===== src/rtl/tile_spawner.sv =====
// New-tile spawner for the 4x4 board: counts empty cells, reduces an LFSR draw to
// a choice among them, then writes one tile. Optional macro SPAWN_FOUR_EN adds "4" tiles.
module tile_spawner #(
  parameter logic [15:0] LFSR_SEED = 16'hACE1,
  parameter int          TILE_W    = 4
) (
  input  logic              clk,
  input  logic              rst_n,
  input  logic              start,
  output logic [3:0]        rd_addr,
  input  logic [TILE_W-1:0] rd_data,
  output logic              wr_en,
  output logic [3:0]        wr_addr,
  output logic [TILE_W-1:0] wr_data,
  output logic              busy,
  output logic              done,
  output logic              full
);

  typedef enum logic [2:0] {
    S_IDLE,
    S_COUNT,
    S_REDUCE,
    S_LOCATE,
    S_WRITE,
    S_DONE
  } state_e;

  localparam logic [TILE_W-1:0] TILE_TWO  = TILE_W'(1);
  localparam logic [TILE_W-1:0] TILE_FOUR = TILE_W'(2);

  state_e            state_q, state_d;
  logic [15:0]       lfsr_q, lfsr_d;
  logic [3:0]        rd_addr_q, rd_addr_d;
  logic [4:0]        cnt_q, cnt_d;
  logic [3:0]        r_q, r_d;
  logic [4:0]        e_q, e_d;
  logic [3:0]        wr_addr_q, wr_addr_d;
  logic [TILE_W-1:0] wr_data_q, wr_data_d;
  logic              full_q, full_d;
  logic [TILE_W-1:0] new_tile;
  logic              rd_empty;
  logic [4:0]        cnt_sum;

`ifdef SPAWN_FOUR_EN
  logic four_sel_q, four_sel_d;
  assign new_tile = four_sel_q ? TILE_FOUR : TILE_TWO;
`else
  assign new_tile = TILE_TWO;
`endif

  assign rd_empty = (rd_data == '0);
  assign cnt_sum  = cnt_q + {4'b0, rd_empty};

  // NOTE: every _d gets a default first so no path through the case leaves a latch.
  always_comb begin
    state_d   = state_q;
    lfsr_d    = {lfsr_q[14:0], lfsr_q[15] ^ lfsr_q[13] ^ lfsr_q[12] ^ lfsr_q[10]};
    rd_addr_d = rd_addr_q;
    cnt_d     = cnt_q;
    r_d       = r_q;
    e_d       = e_q;
    wr_addr_d = wr_addr_q;
    wr_data_d = wr_data_q;
    full_d    = full_q;
`ifdef SPAWN_FOUR_EN
    four_sel_d = four_sel_q;
`endif

    unique case (state_q)
      S_IDLE: begin
        if (start) begin
          state_d   = S_COUNT;
          rd_addr_d = 4'd0;
          cnt_d     = 5'd0;
          full_d    = 1'b0;
          r_d       = lfsr_q[3:0];
`ifdef SPAWN_FOUR_EN
          four_sel_d = (lfsr_q[15:12] == 4'h0);
`endif
        end
      end

      S_COUNT: begin
        cnt_d     = cnt_sum;
        rd_addr_d = rd_addr_q + 4'd1;
        if (rd_addr_q == 4'd15) begin
          rd_addr_d = 4'd0;
          if (cnt_sum == 5'd0) begin
            state_d = S_DONE;
            full_d  = 1'b1;
          end else begin
            state_d = S_REDUCE;
          end
        end
      end

      // Repeated subtraction brings the 4-bit draw into 0..cnt-1 without a divider.
      S_REDUCE: begin
        if ({1'b0, r_q} >= cnt_q) begin
          r_d = r_q - cnt_q[3:0];
        end else begin
          state_d   = S_LOCATE;
          rd_addr_d = 4'd0;
          e_d       = 5'd0;
        end
      end

      S_LOCATE: begin
        if (rd_empty && (e_q == {1'b0, r_q})) begin
          state_d   = S_WRITE;
          wr_addr_d = rd_addr_q;
          wr_data_d = new_tile;
          rd_addr_d = 4'd0;
        end else begin
          if (rd_empty) e_d = e_q + 5'd1;
          rd_addr_d = rd_addr_q + 4'd1;
          // Running off the end means the board changed under us: report full, skip the write.
          if (rd_addr_q == 4'd15) begin
            state_d   = S_DONE;
            full_d    = 1'b1;
            rd_addr_d = 4'd0;
          end
        end
      end

      S_WRITE: state_d = S_DONE;

      S_DONE: state_d = S_IDLE;

      default: state_d = S_IDLE;
    endcase
  end

  // NOTE: sequential state uses non-blocking assignments so all flops update together.
  always_ff @(posedge clk or negedge rst_n) begin
    if (!rst_n) begin
      state_q   <= S_IDLE;
      lfsr_q    <= LFSR_SEED;
      rd_addr_q <= 4'd0;
      cnt_q     <= 5'd0;
      r_q       <= 4'd0;
      e_q       <= 5'd0;
      wr_addr_q <= 4'd0;
      wr_data_q <= '0;
      full_q    <= 1'b0;
`ifdef SPAWN_FOUR_EN
      four_sel_q <= 1'b0;
`endif
    end else begin
      state_q   <= state_d;
      lfsr_q    <= lfsr_d;
      rd_addr_q <= rd_addr_d;
      cnt_q     <= cnt_d;
      r_q       <= r_d;
      e_q       <= e_d;
      wr_addr_q <= wr_addr_d;
      wr_data_q <= wr_data_d;
      full_q    <= full_d;
`ifdef SPAWN_FOUR_EN
      four_sel_q <= four_sel_d;
`endif
    end
  end

  assign rd_addr = rd_addr_q;
  assign wr_addr = wr_addr_q;
  assign wr_data = wr_data_q;
  assign wr_en   = (state_q == S_WRITE);
  assign busy    = (state_q != S_IDLE);
  assign done    = (state_q == S_DONE);
  assign full    = full_q;

endmodule


===== config.mk =====
export PLATFORM = sky130hd
export DESIGN_NAME = tile_spawner
export DESIGN_NICKNAME = d
export VERILOG_FILES = /design/src/rtl/tile_spawner.sv
export SDC_FILE = /design/constraint.sdc
export NUM_CORES = 1
export LEC_CHECK = 0
export CAP_MARGIN = 20
export CORE_MARGIN = 4
export CORE_UTILIZATION = 51
export CTS_CLUSTER_DIAMETER = 120
export DETAILED_ROUTE_END_ITERATION = 12
export HOLD_SLACK_MARGIN = 0.15
export PLACE_DENSITY = 0.72
export SYNTH_ARGS = -nofsm -noshare
export SYNTH_HDL_FRONTEND = slang
export SYNTH_SLANG_ARGS = --single-unit

===== constraint.sdc =====
create_clock -name clk -period 1.9 [get_ports clk]
set_input_delay 0.38 -clock clk [delete_from_list [all_inputs] [get_ports clk]]
set_output_delay 0.38 -clock clk [all_outputs]
set_load 0.02 [all_outputs]

# [Word-level counts from Yosys, hierarchy flattened]
# Index checks and enable logic that the tools add are counted.
[word_totals] ff_bits=43 inputBits=7 output_inout_bits=16
[classes] n_mux=27 n_reduce_logical=17 n_addsub=4 bitwise_logic=3 eq_ne=16 order_cmp=1
[op_table] operator="4-bit 2-to-1 mux" n=6
[op_table] operator="5-bit 2-to-1 mux" n=4
[op_table] operator="5-bit one-hot mux with 2 select lines" n=2
[op_table] operator="3-bit 2-to-1 mux" n=6
[op_table] operator="2-bit != test (second input constant)" n=8
[op_table] operator="4-bit one-hot mux with 4 select lines" n=1
[op_table] operator="3-bit one-hot mux with 5 select lines" n=1
[op_table] operator="4-bit one-hot mux with 2 select lines" n=1
[op_table] operator="4-bit AND reduction" n=2
[op_table] operator="3-bit by 2-bit == test with 1-bit output (second input constant)" n=2
[op_table] operator="3-bit == test (second input constant)" n=2
[op_table] operator="3-bit AND reduction" n=2
[op_table] operator="6-bit AND reduction" n=1
[op_table] operator="2-bit nonzero test" n=3
[op_table] operator="3-bit nonzero test" n=2
[op_table] operator="5-bit by 1-bit adder with 5-bit output" n=1
[op_table] operator="5-bit by 1-bit adder with 5-bit output (second input constant)" n=1
[op_table] operator="5-bit by 4-bit == test with 1-bit output" n=1
[op_table] operator="4-bit by 5-bit greater-or-equal comparator with 1-bit output" n=1
[op_table] operator="5-bit zero test" n=1
[op_table] operator="1-bit 2-to-1 mux" n=5
[op_table] operator="4-bit by 1-bit adder with 4-bit output (second input constant)" n=1
[op_table] operator="4-bit == test (second input constant)" n=1
[op_table] operator="4-bit zero test" n=1
[op_table] operator="other kinds (9)" n=12

# [Depth between registers and ports, before layout]
[logic_depth] word_depth=6 ltp_mapped=8 ltp_nobuf=8

# [Worst setup path after synthesis]
# Ideal clock, no wire load.
[synth_timing] path_type="input to register" from="input port rd_data[1]" to="register full_q, in the netlist full" stages=8 arrival_ns=2.087 slack_ns=-0.251 cell_sequence="nor4_4 > ha_1 > ha_1 > nand2_1 > a2111oi_0 > a211oi_1 > nor3_1 > a22o_2"
[synth_via] elab_chain_cells=5
[synth_rtl] element="from (decl)" line_no="11" text="input logic [TILE_W-1:0] rd_data,"
[synth_rtl] element="4-bit zero test *" line_no="52" text="assign rd_empty = (rd_data == '0);"
[synth_rtl] element="5-bit by 1-bit adder with 5-bit output" line_no="53" text="assign cnt_sum = cnt_q + {4'b0, rd_empty};"
[synth_rtl] element="5-bit zero test" line_no="89" text="if (cnt_sum == 5'd0) begin"
[synth_rtl] element="2-bit != test (no source line)"
[synth_rtl] element="6-bit AND reduction (no source line) *"
[synth_rtl] element="to (signal assigned)" line_no="159" text="full_q <= full_d;"
[synth_rtl] element="to (decl)" line_no="40" text="logic full_q, full_d;"
# Mark *: on every way between the ends. The rest lies on a longest branch, timed or not.
# A chain may end at the register's enable or synchronous reset.

# [Final worst setup path]
[layout_timing] from="register r_q[3]" to="register r_q[2]"
[layout_via] elab_chain_cells=3
[layout_rtl] element="from (decl)" line_no="36" text="logic [3:0] r_q, r_d;"
[layout_rtl] element="from (signal assigned)" line_no="155" text="r_q <= r_d;"
[layout_rtl] element="4-bit by 5-bit greater-or-equal comparator with 1-bit output" line_no="100" text="if ({1'b0, r_q} >= cnt_q) begin"
[layout_rtl] element="2-bit != test (no source line)"
[layout_rtl] element="3-bit AND reduction (no source line)"
# Every way passes these cells.

==> run_results.csv <==
group,metric,value,unit
yosys,syn_inst,206,
min_path,hold_class,"primary input to async pin",
die,core,0.00412,mm^2
clock_network,path_clk_slew,0.08,ns
timing,fmax,521,MHz
status,violations,"negative setup slack",
timing,setup_viol,3,
yosys,synth_top_cell_by_area,"dfrtp_1",
yosys,seq_area_frac_synth,48.6,%
timing,min_period,1.92,ns
clock_network,tritoncts.num_buffers,5,
pwr,powerDensity,1110,mW/mm^2
timing,finalHoldViolCount,0,
yosys,synth-main-ff-cell,"dfrtp_1",
detailed_routing,wire_per_inst,16.3,um
clock_network,clock-sinks,43,
setup_path,setup.worst_path.class,"register to register",
die,dieHeight,74.2,um
yosys,yosysTopAreaCellShare,39.2,%
yosys,yosysMostFrequentCell,"dfrtp_1",
clock_network,clockBufferDepth,2,
yosys,synth-edff-count,0,
layout,area_growth,29.4,%
detailed_routing,wirelength,5.00,mm
detailed_routing,post-route-drc-count,0,
timing,rsz0062_at_grt,"true",
timing,finalClockSkew,0.00925,ns
timing,hold_slack,0.148,ns
die,rows,23,
global_route,antenna_found_initial,0,
detailed_routing,dr.pass1.iters,4,
detailed_routing,antenna_left,0,
yosys,synthDistinctLibCells,49,
timing,slew_headroom,65.4,%
setup_path,crit_required,2.09,ns
timing,slew_viol_final,0,
die,ioPinCount,23,
place,io_buffers,19,
setup_path,arrival,2.11,ns
clock_network,cts_root_buffer,"clkbuf_8",
pwr,ir_worst_vdd,0.000497,V
global_route,grt_pass1_wl,8.34,mm
setup_path,crit_fanout,4,
yosys,syn_avg_cell_area,10.8,um^2
place,dpl.hpwl,3.60,mm
timing,fin_ws,-0.0193,ns
layout,final_util,70.2,%
clock_network,cts_tree,"built",
global_route,grt_max_degree,44,
yosys,synthArstFlopShare,100,%
yosys,synthTopCellsByCount,"dfrtp_1, nand2_1, nor2_1, nand3_1, o21ai_0",
timing,worst_slew_pin_slew,0.519,ns
pwr,p_leak,1.36,nW
layout,diodes,0,
yosys,synth_area_leaders,"dfrtp_1, dfstp_2, ha_1, mux2_4, nand2_1",
setup_path,end_kind,"register",
status,status,"finished, violations left",
detailed_routing,vias_per_cell,5.73,
run,drv_cap,0,
setup_path,ff2ff_path_depth,5,
layout,drive_gt1_share,31.3,%
clock_network,h-tree-depth,2,
yosys,synth-seq-cells,43,
timing,finalCritPeriodShare,101,%
detailed_routing,drtIter0Drc,89,
layout,final_nets,271,
timing,tns,-0.0450,ns
setup_path,cp-start-kind,"register",
global_route,track_usage,19.8,%
clock_network,clock_latency,0.30,ns
global_route,grt_overflow,0,
die,die_w,74.2,um
global_route,grt_pass1_vias,1794,
die,dieArea,0.00550,mm^2
place,place_congestion,0.868,
die,initial_core_util,54.3,%
yosys,ys_warn_count,0,
yosys,netlist_area,0.00223,mm^2
detailed_routing,routed-via-count,1753,
[routing by layer]
metal  wire, um  share of wire (%)  track usage (%)
met1       2090                 42             25.0
met2       2550                 51             32.5
met4        156                3.1             9.86
met3        203                4.1             3.92
met5          0                  0                0
[cell families after synthesis]
family	after synthesis	share of synthesized area [%]
DFF	43	48.6
xor gates and xnor gates	12	4.71
AOI/OAI and AO/OA	41	13.2
muxes	10	5.83
other	1	0.168
adders and majority gates	9	5.38
buffers and inverters	18	4.26
and+or+nand+nor	72	17.8
[registers in the layout, summed over array words and instances, names as in the netlist]
name     cells
cnt_q        5
e_q          5
full         1
lfsr_q      16
r_q          4
rd_addr      4
state_q      3
wr_addr      4
wr_data      1
[critical path: stages (launching register included)]
cell     delay (ns)
dfrtp_1        0.45
ha_4           0.30
nor2_2         0.04
or3_4          0.40
o31a_4         0.33
mux2_4         0.30
[placed cells by master, fill, tap and decap left out, drive strengths merged, types with 6 or more instances in the layout]
master         count
nand3             12
ha                 8
dfstp              8
xor2               7
o21ai             11
nor2              12
dfrtp             35
buf               32
nand2             23
a21oi              9
clkbuf             8
mux2               6
clkdlybuf4s50     11
inv                9
[cell type report]
type | instances | area [um^2]
multi-input combinational | 147 | 1190
clock inverter | 2 | 35.0
inverter | 9 | 33.8
tap | 50 | 62.6
sequential | 43 | 1090
clock buffer | 6 | 82.6
fill | 313 | 1220
timing repair buffer | 49 | 395
[power by group]
group          switching, mW  leakage, nW  total, mW  internal (mW)
sequential             0.146        0.540       1.16           1.02
clock                  0.302       0.0612      0.727          0.425
combinational          0.686        0.758       1.31          0.626
[final timing paths]
path	start	end	slack (ns)
min	rst_n	r_q[3]	0.15
min reg2reg	lfsr_q[8]	lfsr_q[9]	0.35
max reg2reg	r_q[3]	r_q[2]	-0.02
max	r_q[3]	r_q[2]	-0.02
min in group clk	lfsr_q[8]	lfsr_q[9]	0.35
max in group asynchronous	rst_n	state_q[0]	1.38
[stage by stage]
| stage | total power [mW] | cells | setup slack, ns | area, um^2 |
|---|---|---|---|---|
| after global routing | 3.39 | 306 | -0.122 | 2890 |
| after floorplan | 1.94 | 208 | -0.0923 | 2310 |
| final | 3.20 | 306 | -0.0193 | 2890 |
| after CTS | 3.14 | 302 | 0.00423 | 2810 |
| after detailed placement | 2.37 | 291 | -0.597 | 2670 |
| after global placement | 2.32 | 291 | -0.468 | 2670 |
[timing repair]
action                                  4_1_cts  5_1_grt
hold endpoints to repair                      0        0
hold buffers                                  0        0
endpoints found under the setup margin       12       18
gates resized for setup                      13       16
setup buffers                                 3        4
pin swaps                                     7       16
Note: power is estimated with default switching activity, not from simulation.
